===== config.mk =====
export PLATFORM = sky130hd
export DESIGN_NAME = mac_pingpong_scheduler
export DESIGN_NICKNAME = d
export VERILOG_FILES = /design/src/rtl/mac_sched_pkg.sv /design/src/rtl/mac_lane_tracker.sv /design/src/rtl/mac_pingpong_scheduler.sv
export SDC_FILE = /design/constraint.sdc
export NUM_CORES = 1
export LEC_CHECK = 0
export ABC_AREA = 1
export CORE_UTILIZATION = 45
export CTS_BUF_LIST = sky130_fd_sc_hd__clkbuf_4 sky130_fd_sc_hd__clkbuf_8
export DETAILED_ROUTE_END_ITERATION = 6
export DONT_BUFFER_PORTS = 1
export PLACE_DENSITY = 0.71
export SKIP_CTS_REPAIR_TIMING = 1
export SLEW_MARGIN = 25
export SYNTH_ARGS = -nofsm -noshare
export SYNTH_HDL_FRONTEND = slang
export SYNTH_SLANG_ARGS = --single-unit

===== constraint.sdc =====
create_clock -name clk_i -period 2 [get_ports clk_i]
set_input_delay 0.1 -clock clk_i [delete_from_list [all_inputs] [get_ports clk_i]]
set_output_delay 0.1 -clock clk_i [all_outputs]
set_load 0.01 [all_outputs]

===== src/rtl/mac_sched_pkg.sv =====
// mac_sched_pkg: state encodings and default tile geometry shared by
// the ping-pong MAC tile scheduler and its lane trackers.
package mac_sched_pkg;

    localparam logic [2:0] IDLE  = 3'd0;
    localparam logic [2:0] RUN   = 3'd1;
    localparam logic [2:0] STALL = 3'd2;
    localparam logic [2:0] FLUSH = 3'd3;
    localparam logic [2:0] DONE  = 3'd4;

    localparam int DEF_DOT_LEN   = 53;
    localparam int DEF_NUM_TILES = 4;

endpackage


===== src/rtl/mac_lane_tracker.sv =====
// mac_lane_tracker: pending-result flag, clear pulse and free flag for
// one local accumulator lane.
module mac_lane_tracker (
    input  logic clk_i,
    input  logic rst_i,
    input  logic set_i,
    input  logic hs_i,
    output logic pend_nxt_o,
    output logic clear_o,
    output logic free_o
);

    logic pend_q;
    logic pend_d;
    logic clear_q;
    logic clear_d;

    always_comb begin
        pend_d  = set_i | (pend_q & ~hs_i);
        clear_d = hs_i;
    end

    always_ff @(posedge clk_i or posedge rst_i) begin
        if (rst_i) begin
            pend_q  <= 1'b0;
            clear_q <= 1'b0;
        end else begin
            pend_q  <= pend_d;
            clear_q <= clear_d;
        end
    end

    // Free means the lane is neither pending nor clearing in the next cycle.
    assign pend_nxt_o = pend_d;
    assign clear_o    = clear_q;
    assign free_o     = ~pend_d & ~clear_d;

endmodule


===== src/rtl/mac_pingpong_scheduler.sv =====
// mac_pingpong_scheduler: alternates dot-product tiles between two MAC lanes
// and drains finished lanes over valid/ready. Optional: MAC_SCHED_PERF_EN.
module mac_pingpong_scheduler
    import mac_sched_pkg::*;
#(
    parameter int DOT_LEN   = DEF_DOT_LEN,
    parameter int NUM_TILES = DEF_NUM_TILES,
    parameter int CNT_W     = 9,
    parameter int TILE_W    = 8
) (
    input  logic              clk_i,
    input  logic              rst_i,
    input  logic              start_i,
    input  logic              drain_ready_i,
    output logic              local_en_0,
    output logic              local_en_1,
    output logic              clear_local_0,
    output logic              clear_local_1,
    output logic              drain_valid_o,
    output logic              drain_sel_o,
    output logic [TILE_W-1:0] tile_idx_o,
    output logic              busy_o,
`ifdef MAC_SCHED_PERF_EN
    output logic [15:0]       stall_cnt_o,
`endif
    output logic              done_o
);

    logic [2:0]        state_q, state_d;
    logic [TILE_W-1:0] tile_q, tile_d;
    logic [CNT_W-1:0]  cnt_q, cnt_d;
    logic              ptr_q, ptr_d;
    logic [1:0]        en_q, en_d;
    logic              dv_q, dv_d;
    logic              sel_q, sel_d;
    logic              busy_q, busy_d;
    logic              done_q, done_d;

    logic       lane;
    logic       last_mac;
    logic       hs;
    logic [1:0] set_pend;
    logic [1:0] hs_lane;
    logic [1:0] pend_nxt;
    logic [1:0] clear;
    logic [1:0] free;

    assign lane     = tile_q[0];
    assign last_mac = (state_q == RUN) && (cnt_q == CNT_W'(DOT_LEN - 1));
    assign set_pend = {last_mac & lane, last_mac & ~lane};
    assign hs       = dv_q & drain_ready_i;
    assign hs_lane  = {hs & ptr_q, hs & ~ptr_q};

    mac_lane_tracker u_lane0 (
        .clk_i      (clk_i),
        .rst_i      (rst_i),
        .set_i      (set_pend[0]),
        .hs_i       (hs_lane[0]),
        .pend_nxt_o (pend_nxt[0]),
        .clear_o    (clear[0]),
        .free_o     (free[0])
    );

    mac_lane_tracker u_lane1 (
        .clk_i      (clk_i),
        .rst_i      (rst_i),
        .set_i      (set_pend[1]),
        .hs_i       (hs_lane[1]),
        .pend_nxt_o (pend_nxt[1]),
        .clear_o    (clear[1]),
        .free_o     (free[1])
    );

    always_ff @(posedge clk_i or posedge rst_i) begin
        if (rst_i) begin
            state_q <= IDLE;
            tile_q  <= '0;
            cnt_q   <= '0;
            ptr_q   <= 1'b0;
            en_q    <= 2'b00;
            dv_q    <= 1'b0;
            sel_q   <= 1'b0;
            busy_q  <= 1'b0;
            done_q  <= 1'b0;
        end else begin
            state_q <= state_d;
            tile_q  <= tile_d;
            cnt_q   <= cnt_d;
            ptr_q   <= ptr_d;
            en_q    <= en_d;
            dv_q    <= dv_d;
            sel_q   <= sel_d;
            busy_q  <= busy_d;
            done_q  <= done_d;
        end
    end

    always_comb begin
        state_d = state_q;
        tile_d  = tile_q;
        cnt_d   = cnt_q;
        unique case (state_q)
            IDLE: begin
                if (start_i) begin
                    state_d = RUN;
                    tile_d  = '0;
                    cnt_d   = '0;
                end
            end
            RUN: begin
                if (last_mac) begin
                    cnt_d = '0;
                    if (tile_q == TILE_W'(NUM_TILES - 1)) begin
                        state_d = FLUSH;
                    end else if (free[~lane]) begin
                        tile_d = tile_q + TILE_W'(1);
                    end else begin
                        state_d = STALL;
                    end
                end else begin
                    cnt_d = cnt_q + CNT_W'(1);
                end
            end
            STALL: begin
                if (free[~lane]) begin
                    state_d = RUN;
                    tile_d  = tile_q + TILE_W'(1);
                end
            end
            FLUSH: begin
                if (&free) begin
                    state_d = DONE;
                end
            end
            DONE: begin
                state_d = IDLE;
                tile_d  = '0;
            end
            default: begin
                state_d = IDLE;
                tile_d  = '0;
                cnt_d   = '0;
            end
        endcase
    end

    // Outputs are registered from next-state values so they line up with state.
    always_comb begin
        en_d = 2'b00;
        if (state_d == RUN) begin
            en_d[tile_d[0]] = 1'b1;
        end
        ptr_d  = (state_q == IDLE) ? 1'b0 : (ptr_q ^ hs);
        dv_d   = |pend_nxt;
        sel_d  = ptr_d;
        busy_d = (state_d != IDLE);
        done_d = (state_d == DONE);
    end

    assign local_en_0    = en_q[0];
    assign local_en_1    = en_q[1];
    assign clear_local_0 = clear[0];
    assign clear_local_1 = clear[1];
    assign drain_valid_o = dv_q;
    assign drain_sel_o   = sel_q;
    assign tile_idx_o    = tile_q;
    assign busy_o        = busy_q;
    assign done_o        = done_q;

`ifdef MAC_SCHED_PERF_EN
    logic [15:0] stall_cnt_q, stall_cnt_d;

    always_comb begin
        stall_cnt_d = stall_cnt_q;
        if ((state_q == IDLE) && start_i) begin
            stall_cnt_d = '0;
        end else if ((state_q == STALL) && (stall_cnt_q != 16'hFFFF)) begin
            stall_cnt_d = stall_cnt_q + 16'd1;
        end
    end

    always_ff @(posedge clk_i or posedge rst_i) begin
        if (rst_i) begin
            stall_cnt_q <= '0;
        end else begin
            stall_cnt_q <= stall_cnt_d;
        end
    end

    assign stall_cnt_o = stall_cnt_q;
`endif

endmodule


# After elaboration in Yosys (flattened, before gate mapping)
# Cells that the tools add are included.
# totals
wordCells	79
in_bits	4
output_inout_bits	16
reg_bits	30
# classes
n_eq_ne	11
muxes	21
bitwise	20
n_reduce_logical	9
n_lt_le_gt_ge	3
addsub	2
# op_table
cell	n
$mux 8	4
$pmux 8 s4	1
$pmux 9 s3	1
$mux 3	6
$mux 9	2
$pmux 3 s4	1
$add 9x1->9 const B	1
$and 1x1->1	9
$eq 9x6->1 const B	1
$add 8x1->8 const B	1
$eq 8x2->1 const B	1
$not 1->1	8
$eq 3x1->1 const B	2
$eq 3x2->1 const B	2
$eq 3x3->1 const B	2
$ne 2x2->1 const B	3
$lt 1x2->1 const B	2
$mux 1	4
$reduce_and 2->1	2
$reduce_and 4->1	1
$logic_not 3->1	1
$reduce_bool 3->1	1
$reduce_or 3->1	1
$logic_and 1x1->1	2
6 further kinds	7

# Longest topological paths before layout
# logic_depth
word_depth	18
ltp_mapped	14
mapped_depth_nobuf	14

# Cells and area by module
# Synthesis repeated with hierarchy kept, for this count alone.
# hier_totals
cells_unflattened	267
hier_area_um2	1916.8
# by_module_without_submodules
mod	area_per_inst_um2	cells_each	instances	seq_area_each_um2
mac_pingpong_scheduler	1759.2	255	1	650.6
mac_lane_tracker	78.8	6	2	50.0

# Worst setup path after synthesis
# Ideal clock, no wire load.
# synth_timing
kind	register to register
startpoint	register dv_q (netlist: drain_valid_o)
endpoint	register tile_q[5] (netlist: tile_idx_o[5])
period_less_slack_ns	1.733
t_arrival_ns	1.608
stages_incl_launch_ff	10
path_buffers	0
required_time_ns	1.875
slack_ns	0.267
path_cell_list	dfrtp_1 > nand2_1 > inv_1 > ha_1 > o21ai_0 > nand2_2 > clkinv_1 > nand3_1 > nor3_1 > nor3_2
# synth_between
elab_chain_len	13
word_cells_on_any_way	19
cone_classes	6 x mux; 13 x bitwise
# synth_rtl
item	line_no	source
start, declared	mac_pingpong_scheduler.sv:34	logic dv_q, dv_d;
start signal, assigned	mac_pingpong_scheduler.sv:91	dv_q <= dv_d;
$and 1x1->1 (*)	mac_pingpong_scheduler.sv:51	assign hs = dv_q & drain_ready_i;
$and 1x1->1 (*)	mac_pingpong_scheduler.sv:52	assign hs_lane = {hs & ptr_q, hs & ~ptr_q};
net u_lane0.hs_i	mac_lane_tracker.sv:7	input logic hs_i,
$not 1->1 (*)	mac_lane_tracker.sv:19, mac_lane_tracker.sv:36	
$and 1x1->1	mac_lane_tracker.sv:19	pend_d = set_i | (pend_q & ~hs_i);
$or 1x1->1	mac_lane_tracker.sv:19	
$not 1->1	mac_lane_tracker.sv:36	assign free_o = ~pend_d & ~clear_d;
$and 1x1->1 (*)	mac_lane_tracker.sv:36	
$mux 1 (not written as such) (*) (2 in series)	mac_pingpong_scheduler.sv:115, mac_pingpong_scheduler.sv:125	
$mux 8 (*)	n/a	
$mux 8 (2 in series)	n/a	
$pmux 8 s4 (*)	n/a	
end signal, assigned	mac_pingpong_scheduler.sv:87	tile_q <= tile_d;
end, declared	mac_pingpong_scheduler.sv:30	logic [TILE_W-1:0] tile_q, tile_d;
# The timed path passes the listed nets; every way through them passes the cells marked *. The select of a mux whose other input is x is not followed.
# A chain may end at the register's enable or synchronous reset.

# Worst setup path in the final report
# layout_timing
startpoint	register cnt_q[0]
endpoint	register tile_q[2] (netlist: tile_idx_o[2])
# layout_between
elab_chain_len	12
word_cells_on_any_way	18
cone_classes	2 x eq/ne; 6 x mux; 8 x bitwise; 2 x reduce/logical
# layout_rtl
item	line_no	source
start, declared	mac_pingpong_scheduler.sv:31	logic [CNT_W-1:0] cnt_q, cnt_d;
start signal, assigned	mac_pingpong_scheduler.sv:88	cnt_q <= cnt_d;
$eq 9x6->1 (*)	mac_pingpong_scheduler.sv:49	assign last_mac = (state_q == RUN) && (cnt_q == CNT_W'(DOT_LEN - 1));
$logic_and 1x1->1 (*)	mac_pingpong_scheduler.sv:49	
$and 1x1->1	mac_pingpong_scheduler.sv:50	assign set_pend = {last_mac & lane, last_mac & ~lane};
$or 1x1->1	mac_lane_tracker.sv:19	
$not 1->1	mac_lane_tracker.sv:36	
$and 1x1->1	mac_lane_tracker.sv:36	
$mux 1 (not written as such) (2 in series)	mac_pingpong_scheduler.sv:115, mac_pingpong_scheduler.sv:125	
$mux 8 (3 in series)	n/a	
$pmux 8 s4	n/a	
# Every way passes the cells marked *; elsewhere a longest branch is shown, timed or not. The select of a mux whose other input is x is not followed.

==> run_results.csv <==
group,metric,value,unit
worst_setup_path,rrSetupSlack,0.17,ns
global_route,grt_overflow,0,
detailed_routing,drtAntennaViolNets,0,
worst_setup_path,max_stage_delay,0.38,ns
placement,place_hpwl,2370,µm
clock_network,clock_sinks,30,
clock_network,clk_pin_slew,0.07,ns
worst_setup_path,cp.arrival,2.01,ns
detailed_routing,drt-pass1-iter-count,4,
pwr,clkPwrFrac,41.0,%
placement,gp_congestion,0.856,
pwr,p_int,0.00107,W
die,boundaryPins,20,
detailed_routing,wire_per_inst,11.4,µm
logic_synthesis,synth_area,1730,µm²
worst_setup_path,path_max_fanout,9,
worst_setup_path,worstPathRequired,2.18,ns
clock_network,cts_root_buf,"clkbuf_8",
timing,finalCritPeriodShare,91.7,%
worst_setup_path,r2r-start,"cnt_q[0]$_DFFE_PP0P_",
clock_network,cts_made_buffers,5,
min_path,hold_path_class,"input port to flop",
logic_synthesis,syn_inst,214,
worst_setup_path,path_depth,13,
die,die_h,64.0,µm
final_layout,fill_cells,360,
global_route,grt_util_all_layers,18.2,%
worst_setup_path,crit_path_top_delay_cell,"dfrtp_1",
timing,fin_setup_tns,0,ns
clock_network,clk_latency,0.29,ns
global_route,antenna_found_initial,0,
timing,maxSlewViolCount,0,
min_path,worstHoldPathCells,4,
detailed_routing,vias,1375,
logic_synthesis,synth_cell_types,29,
timing,setup-violations-final,0,
timing,max_freq,0.545,GHz
logic_synthesis,yosysSeqAreaShare,43.4,%
pwr,worst_ir_drop_vdd,441,µV
worst_setup_path,path_delay_family,"simple AND/OR/NAND/NOR gates",
pwr,p_switching,0.000378,W
clock_network,cts_buffer_depth,2,
worst_setup_path,crit_type,"flop to flop",
worst_setup_path,worst-r2r-cell-count,13,
detailed_routing,drt_wl_total,3130,µm
die,num_rows,22,
clock_network,h-tree-depth,2,
worst_setup_path,cp-start-kind,"flop",
timing,hold_viol,0,
detailed_routing,drt_drc_violations_left,0,
final_layout,diodes,0,
timing,tightest_slew,0.379,ns
final_layout,nNetsFinal,234,
worst_setup_path,setup.worst_path.end,"tile_idx_o[2]$_DFFE_PP0P_",
worst_setup_path,cp-end-kind,"flop",
timing,period_needed,1.83,ns
final_layout,layoutNonFillerInstCount,274,
die,dieArea,4100,µm²
pwr,power.share.sequential,46.8,%
worst_setup_path,cp.buffers_inverters,3,
worst_setup_path,cp_cell_sequence,"inv_1 > ha_1 > inv_1 > nor2_2 > nand2_1 > nor2_4 > nor2_4 > nor2_4 > nand2_8 > nor2_2 > inv_2 > nand2_1 > nor2_2",
placement,placed_cells,265,
timing,skew,0.00502,ns
global_route,grt_first_pass_wirelength,5680,µm
logic_synthesis,ys_ff_latch,30,
pwr,pwr-share-comb,12.2,%
logic_synthesis,synth_nets,223,
global_route,grt_max_degree,31,
final_layout,area_delta_synth_final,12.5,%
final_layout,layout-drive-gt1-share,20.4,%
pwr,p_sw_share,26.0,%
logic_synthesis,synth_area_per_cell,8.09,µm²
logic_synthesis,ys_warn_count,0,
timing,relSlewSlack,74.7,%
worst_setup_path,r2r-end,"tile_idx_o[2]$_DFFE_PP0P_",
run_status,status,"finished, final reports clean",
die,start_util,46.9,%
clock_network,cts_tree,"yes",
detailed_routing,drtIter0Drc,123,
worst_setup_path,startpoint,"cnt_q[0]$_DFFE_PP0P_",
die,die_w,64.0,µm
global_route,grt_pass1_vias,1329,
detailed_routing,viasPerCell,5.02,
job,maxCapViolCount,0,
pwr,leakage,1.02,nW
placement,port_buffers,0,
die,core-area,3690,µm²
pwr,pwr_density_cell,745,nW/µm²
timing,rsz0062_at_grt,"no",
registers in the layout, summed over array words and instances, names as in the netlist:
register         flops
cnt_q                9
tile_idx_o           8
state_q              3
en_q                 2
busy_o               1
done_o               1
drain_sel_o          1
drain_valid_o        1
u_lane0.clear_o      1
u_lane0.pend_q       1
u_lane1.clear_o      1
u_lane1.pend_q       1
cells in the mapped netlist (all sizes together):
master / number / area [µm²]
a211oi: 1 / 7.51
a21oi: 8 / 47.6
buf: 1 / 5.00
clkinv: 1 / 3.75
dfrtp: 30 / 751
ha: 5 / 62.6
inv: 37 / 139
nand2: 47 / 215
nand3: 12 / 60.1
nand4: 6 / 37.5
nor2: 33 / 166
nor3: 10 / 71.3
nor3b: 2 / 15.0
nor4: 1 / 6.26
o211ai: 2 / 15.0
o21ai: 11 / 70.1
o221ai: 3 / 26.3
o22ai: 1 / 6.26
xor2: 3 / 26.3
layout by cell type, fill, tap and decap left out, types with 5 or more instances in the layout:
master and count:
clkbuf_8 5, nor2_1 23, o21ai_0 6, inv_2 7
nor2_2 6, inv_1 30, ha_1 5, nand3_1 10
nand2_1 41, nand4_1 6, nor3_1 7, dfrtp_1 30
a21oi_1 6
kinds of logic (layout without fill, tap and decap cells):
family	Yosys count	count (layout)	share of synthesized area [%]
simple gates	111	111	33.0
xor+xnor	3	3	1.52
buf+inv	39	51	8.53
flops	30	30	43.4
fa+ha+maj	5	5	3.61
compound gates	26	26	9.97
tightest hold or removal path, delay by kind of cell:
family | cells | cell delay (ns)
AND/OR/NAND/NOR | 3 | 0.16
buffers and inverters | 1 | 0.05
stage by stage:
stage | hold WS, ns | total power [W] | area [µm²] | worst slack, ns | utilization [%]
after floorplan | 0.191 | 0.000820 | 1730 | 0.267 | -
after global placement | 0.0951 | 0.000863 | 1820 | 0.195 | 49.3
after detailed placement | 0.0922 | 0.000867 | 1820 | 0.166 | 49.3
after CTS | -0.218 | 0.00147 | 1930 | 0.162 | 52.2
final | 0.0683 | 0.00145 | 1950 | 0.167 | 52.8
after global routing | 0.100 | 0.00152 | 1950 | 0.0121 | 52.8
power by group through the flow:
stage	registers, W	logic [W]	clock network (W)
5_1_grt	0.000683	0.000203	0.000630
6_report	0.000678	0.000177	0.000596
4_1_cts	0.000679	0.000179	0.000615
3_5_place_dp	0.000690	0.000177	0
3_3_place_gp	0.000689	0.000173	0
2_1_floorplan	0.000685	0.000135	0
worst min-delay path by stage:
stage                       start  slack, ns                   endpoint
after floorplan             rst_i       0.19           busy_o$_DFF_PP0_
after global placement      rst_i        0.1  tile_idx_o[6]$_DFFE_PP0P_
after detailed placement    rst_i       0.09  tile_idx_o[6]$_DFFE_PP0P_
after global routing      start_i       0.10       state_q[0]$_DFF_PP0_
final                     start_i       0.07       state_q[0]$_DFF_PP0_
after CTS                   rst_i      -0.22  tile_idx_o[5]$_DFFE_PP0P_
layer usage:
| layer | vias up | share of wire [%] | track usage [%] |
|---|---|---|---|
| met5 | - | 0 | 0 |
| met2 | 28 | 42 | 26.6 |
| met3 | 6 | 4.5 | 5.89 |
| met4 | 0 | 2.2 | 8.52 |
| li1 | 710 | - | - |
| met1 | 631 | 51 | 24.3 |
final cells by class:
type | instances | area (µm²) | area share, %
clock inverter | 3 | 40.0 | 2.06
tap | 48 | 60.1 | 3.08
clock buffer | 5 | 68.8 | 3.53
multi-input combinational | 145 | 846 | 43.4
timing repair buffer | 5 | 40.0 | 2.06
inverter | 38 | 143 | 7.32
sequential | 30 | 751 | 38.5
(Power assumes the default switching activity.)
